--- src/rtl/uvmt_logs_st_rst_seq.sv ---
// Reset sequencer: synchronizes reset release, holds, then releases per-domain
// resets in staggered order; also provides a cycle timestamp and sequence count.
module uvmt_logs_st_rst_seq #(
  parameter int unsigned SYNC_STAGES = 2,
  parameter int unsigned HOLD_CYCLES = 16,
  parameter int unsigned NUM_DOMAINS = 3,
  parameter int unsigned STAGGER     = 4,
  parameter int unsigned TS_WIDTH    = 32
) (
  input  logic                   clk,
  input  logic                   reset_n,
  input  logic                   sw_reset_req,
  output logic [NUM_DOMAINS-1:0] rst_n_out,
  output logic                   busy,
  output logic                   all_released,
  output logic [TS_WIDTH-1:0]    timestamp,
  output logic [7:0]             reset_count
);

  localparam int unsigned HCW = $clog2(HOLD_CYCLES) + 1;
  localparam int unsigned SCW = $clog2(STAGGER) + 1;
  localparam int unsigned IW  = (NUM_DOMAINS > 1) ? $clog2(NUM_DOMAINS) : 1;

  typedef enum logic [1:0] {
    ST_SYNC,
    ST_HOLD,
    ST_RELEASE,
    ST_RUN
  } state_t;

  state_t                 state;
  logic [SYNC_STAGES-1:0] sync;
  logic                   srst_n;
  logic [HCW-1:0]         hold_cnt;
  logic [SCW-1:0]         stag_cnt;
  logic [IW-1:0]          idx;
  logic                   hold_done;
  logic                   stag_done;
  logic                   last_idx;
  logic                   abort;
  logic                   enter_run;

  // Deassertion synchronizer; assertion is asynchronous through reset_n.
  always_ff @(posedge clk or negedge reset_n) begin
    if (!reset_n) sync <= '0;
    else          sync <= {sync[SYNC_STAGES-2:0], 1'b1};
  end

  assign srst_n = sync[SYNC_STAGES-1];

  always_ff @(posedge clk or negedge reset_n) begin
    if (!reset_n)    timestamp <= '0;
    else if (srst_n) timestamp <= timestamp + TS_WIDTH'(1);
  end

  always_comb begin
    hold_done = (hold_cnt == HCW'(HOLD_CYCLES - 1));
    stag_done = (stag_cnt == SCW'(STAGGER - 1));
    last_idx  = (idx == IW'(NUM_DOMAINS - 1));
    abort     = (state != ST_SYNC) && sw_reset_req;
    enter_run = !abort &&
                (((state == ST_HOLD) && hold_done && (NUM_DOMAINS == 1)) ||
                 ((state == ST_RELEASE) && stag_done && last_idx));
  end

  // Sequencer FSM. SYNC leaves on the edge where srst_n rises so that the hold
  // count starts from that edge, matching the software-request restart timing.
  always_ff @(posedge clk or negedge reset_n) begin
    if (!reset_n) begin
      state        <= ST_SYNC;
      hold_cnt     <= '0;
      stag_cnt     <= '0;
      idx          <= '0;
      rst_n_out    <= '0;
      all_released <= 1'b0;
      busy         <= 1'b1;
      reset_count  <= '0;
    end else begin
      if (abort) begin
        state     <= ST_HOLD;
        hold_cnt  <= '0;
        stag_cnt  <= '0;
        idx       <= '0;
        rst_n_out <= '0;
      end else begin
        unique case (state)
          ST_SYNC: begin
            if (sync[SYNC_STAGES-2]) begin
              state    <= ST_HOLD;
              hold_cnt <= '0;
            end
          end
          ST_HOLD: begin
            if (hold_done) begin
              rst_n_out <= NUM_DOMAINS'(1);
              stag_cnt  <= '0;
              idx       <= IW'(1);
              state     <= (NUM_DOMAINS == 1) ? ST_RUN : ST_RELEASE;
            end else begin
              hold_cnt <= hold_cnt + HCW'(1);
            end
          end
          ST_RELEASE: begin
            if (stag_done) begin
              rst_n_out <= rst_n_out | (NUM_DOMAINS'(1) << idx);
              stag_cnt  <= '0;
              if (last_idx) state <= ST_RUN;
              else          idx   <= idx + IW'(1);
            end else begin
              stag_cnt <= stag_cnt + SCW'(1);
            end
          end
          ST_RUN: begin
          end
        endcase
      end

      // Status flags follow entry to / exit from RUN.
      if (abort) begin
        all_released <= 1'b0;
        busy         <= 1'b1;
      end else if (enter_run) begin
        all_released <= 1'b1;
        busy         <= 1'b0;
        if (reset_count != 8'hFF) reset_count <= reset_count + 8'd1;
      end
    end
  end

endmodule

--- config.mk ---
export PLATFORM = sky130hd
export DESIGN_NAME = uvmt_logs_st_rst_seq
export DESIGN_NICKNAME = d
export VERILOG_FILES = /design/src/rtl/uvmt_logs_st_rst_seq.sv
export SDC_FILE = /design/constraint.sdc
export NUM_CORES = 1
export LEC_CHECK = 0
export BUFFER_PORTS_ARGS = -buffer_cell sky130_fd_sc_hd__buf_2
export CORE_MARGIN = 3
export CORE_UTILIZATION = 35
export DETAILED_ROUTE_END_ITERATION = 12
export REMOVE_ABC_BUFFERS = 1
export SLEW_MARGIN = 10
export SYNTH_ARGS = -nofsm -noshare
export SYNTH_HDL_FRONTEND = slang
export SYNTH_SLANG_ARGS = --single-unit
--- constraint.sdc ---
create_clock -name clk -period 2 [get_ports clk]
set_input_delay 0.3 -clock clk [delete_from_list [all_inputs] [get_ports clk]]
set_output_delay 0.3 -clock clk [all_outputs]
set_load 0.01 [all_outputs]
==> impl_metrics.yaml <==
status:
  outcome: "finished clean"
route:
  ant_nets: 0
  drc: 0
  wl_per_cell_microns: 13.4
  first_pass_iters: 4
  vias_per_cell: 5.00
  num_vias: 2173
  drt_iter0_markers: 36
  wl_microns: 5840
pwr:
  power_switching_mw: 1.15
  p_int_mw: 2.51
  power.total_mw: 3.66
  clock_power_share: 0.326
  powerDensity_nw_per_um2: 1020
  combPwrFrac: 0.266
  leakagePower_nw: 1.78
  switching_share: 0.315
  peakVddDrop_uv: 686
  seqPwrFrac: 0.409
setup_path:
  critPathLaunchType: "flip-flop"
  slowest_stage: "or4_1"
  crit_chain: "ha_2 -> and3_4 -> ha_2 -> nand2b_1 -> o221a_2 -> or4_1 -> nand3_1"
  crit_top_cell: "ha_2"
  slowest_delay_ps: 470
  cp_max_fo: 2
  r2r-start: "hold_cnt[1]$_DFFE_PN0P_"
  crit_type: "flip-flop to flip-flop"
  cp-end-kind: "flip-flop"
  cp_data_arrival_time_ps: 2230
  crit_start: "hold_cnt[1]$_DFFE_PN0P_"
  cp_top_family: "simple AND/OR/NAND/NOR gates"
  required_ps: 2280
  path_buf_inv: 0
yosys:
  syn_area_per_cell_sq_um: 11.0
  synth_ff_type: "dfrtp_1"
  synth-edff-count: 0
  netlist_area_sq_um: 2870
  yosysUniqueCellTypes: 46
  async_flop_share: 1.00
  synth_top_family_by_area: "simple AND/OR/NAND/NOR gates"
  ys_seq_elements: 59
  post-synth-top-area-cell: "dfrtp_1"
  ys_seq_area_frac: 0.515
  yosys.area_share.simple: 0.224
  synthAdderAreaFrac: 0.0479
  synthMuxAreaShare: 0.0187
  synth_xor_area_frac: 0.113
  syn_inst: 260
  synth_warnings: 0
  yosys.area.top_type_share: 0.505
  synth.area.top_cells: "dfrtp_1, xnor2_1, ha_1"
  synth_compound_area_frac: 0.0619
final_layout:
  drive_gt1_frac: 0.285
  area_growth_pct: 24.4
  fin_area_sq_um: 3570
  antennaDiodeCount: 0
  layout.nets: 343
timing:
  hold_violations: 0
  finalSetupTns_ps: 0
  finalMaxSlewViolations: 0
  period_needed_ps: 1950
  holdWs_ps: 403
  fin_ws_ps: 50.2
  finalCritPeriodShare: 0.975
  tightest_slew_ps: 614
  max_freq_ghz: 0.513
  fin_skew_ps: 5.20
  slew_headroom: 0.591
  finalSetupViolCount: 0
grt:
  grt_max_degree: 30
  overflow: 0
  antenna_found_initial: 0
  grt_pass1_wl_microns: 9830
  grt_usage: 0.138
  grt_pass1_vias: 2081
placement:
  finalWeightedCongestion: 0.777
  placed_cell_area_sq_um: 3320
  dp_hpwl_microns: 4260
  portBuffers: 47
  place_worst_setup_slack_ps: 9.82
worst_hold_path:
  worstHoldPathType: "primary input to flip-flop"
  holdCritStartpoint: "sw_reset_req"
floorplan:
  num_rows: 32
  die_h_microns: 96.6
  core_area_sq_um: 7850
  fp.dieW_microns: 96.6
  die-area_sq_um: 9330
  design.portCount: 48
  start_util: 0.366
cts:
  clock_sinks: 59
  numCtsBuffers: 9
  cts-root-buf: "clkbuf_8"
  htree_levels: 3
  clkLatencyLatePin_ps: 350
  clkTransAtPathRegs_ps: 60
  cts_tree: "yes"
  cts_max_path_buffers: 2
run:
  timing.max_cap.violations: 0
==> per-stage QoR <==
step            util  cells
2_1_floorplan      -    257
3_3_place_gp   0.423    418
3_5_place_dp   0.423    418
4_1_cts        0.453    435
5_1_grt        0.455    435
6_report       0.455    435
==> synthesized netlist by cell type, types with 3 or more instances <==
cell type	instances
nor2b_1	3
dfrtp_1	58
mux2_2	3
nor2_1	14
nand2_1	27
nor4_1	4
nand4_1	14
a21oi_1	4
nor3_1	5
nand3_1	13
o21ai_0	8
ha_1	11
and3_1	10
xor2_1	14
xnor2_1	23
inv_1	9
==> worst min-delay path, delay by kind of cell <==
| kind | cells | cell delay, ps |
|---|---|---|
| AND/OR/NAND/NOR | 2 | 210 |
| buffers and inverters | 1 | 130 |
| multiplexers | 1 | 60 |
==> flip-flops by register name, indices dropped and copies added, names as in the netlist <==
name / count
timestamp: 32
reset_count: 8
hold_cnt: 5
rst_n_out: 3
stag_cnt: 3
idx: 2
state: 2
sync: 2
all_released: 1
busy: 1
==> worst paths after layout <==
| check | to | slack, ps | cells past startpoint |
|---|---|---|---|
| worst max-delay path | hold_cnt[3]$_DFFE_PN0P_ | 50 | 7 |
| worst min-delay path | state[1]$_DFFE_PN0P_ | 400 | 4 |
| worst max register to register | hold_cnt[3]$_DFFE_PN0P_ | 50 | 7 |
| worst min register to register | sync[1]$_DFF_PN0_ | 430 | 0 |
| max in group asynchronous | reset_count[2]$_DFFE_PN0P_ | 920 | 3 |
| min in group asynchronous | timestamp[14]$_DFFE_PN0P_ | 490 | 2 |
==> cell type report <==
| class | count | area, sq um |
|---|---|---|
| clock buffer | 10 | 138 |
| clock inverter | 5 | 77.6 |
| fill | 769 | 4280 |
| inverter | 9 | 33.8 |
| multi-input combinational | 189 | 1360 |
| sequential | 59 | 1480 |
| tap | 102 | 128 |
| timing repair buffer | 61 | 355 |
==> power groups by stage <==
| stage | clock network (mW) | registers [mW] | logic, mW |
|---|---|---|---|
| 3_3_place_gp | 0 | 1.51 | 0.941 |
| 2_1_floorplan | 0 | 1.52 | 0.576 |
| 6_report | 1.19 | 1.50 | 0.972 |
| 4_1_cts | 1.24 | 1.50 | 0.970 |
| 5_1_grt | 1.29 | 1.52 | 1.11 |
| 3_5_place_dp | 0 | 1.52 | 0.949 |
==> per-layer routing <==
layer	vias up	track usage	share of wire
met4	0	0.0596	0.018
met5	-	0	0
li1	1061	-	-
met2	36	0.218	0.48
met3	9	0.0480	0.049
met1	1067	0.171	0.45
==> cells by family (layout without fill, tap and decap cells) <==
kind of cell,Yosys count,count (layout)
and+or+nand+nor,109,109
DFF,59,59
xor gates and xnor gates,37,37
AOI/OAI and AO/OA,26,26
buffers and inverters,12,85
adders and majority gates,11,11
muxes,5,5
other,1,1
==> placed cells by master, fill, tap and decap left out, types with 3 or more instances in the layout <==
cell / count
dfrtp_1: 58
buf_2: 47
nand2_1: 27
xnor2_1: 23
xor2_1: 14
nand4_1: 14
nor2_1: 14
nand3_1: 13
buf_4: 12
clkbuf_8: 10
inv_1: 9
and3_1: 9
ha_1: 9
o21ai_0: 8
nor3_1: 5
a21oi_1: 4
nor4_1: 3
nor2b_1: 3
mux2_2: 3
==> timing repair <==
action	in CTS	in global routing
endpoints found under the hold margin	22	0
gates resized for setup	1	5
hold buffers	1	0
setup endpoints to repair	1	9
buffers inserted	1	0
pin swaps	0	3
gates cloned	0	0
Power figures use the tool's default switching activity.
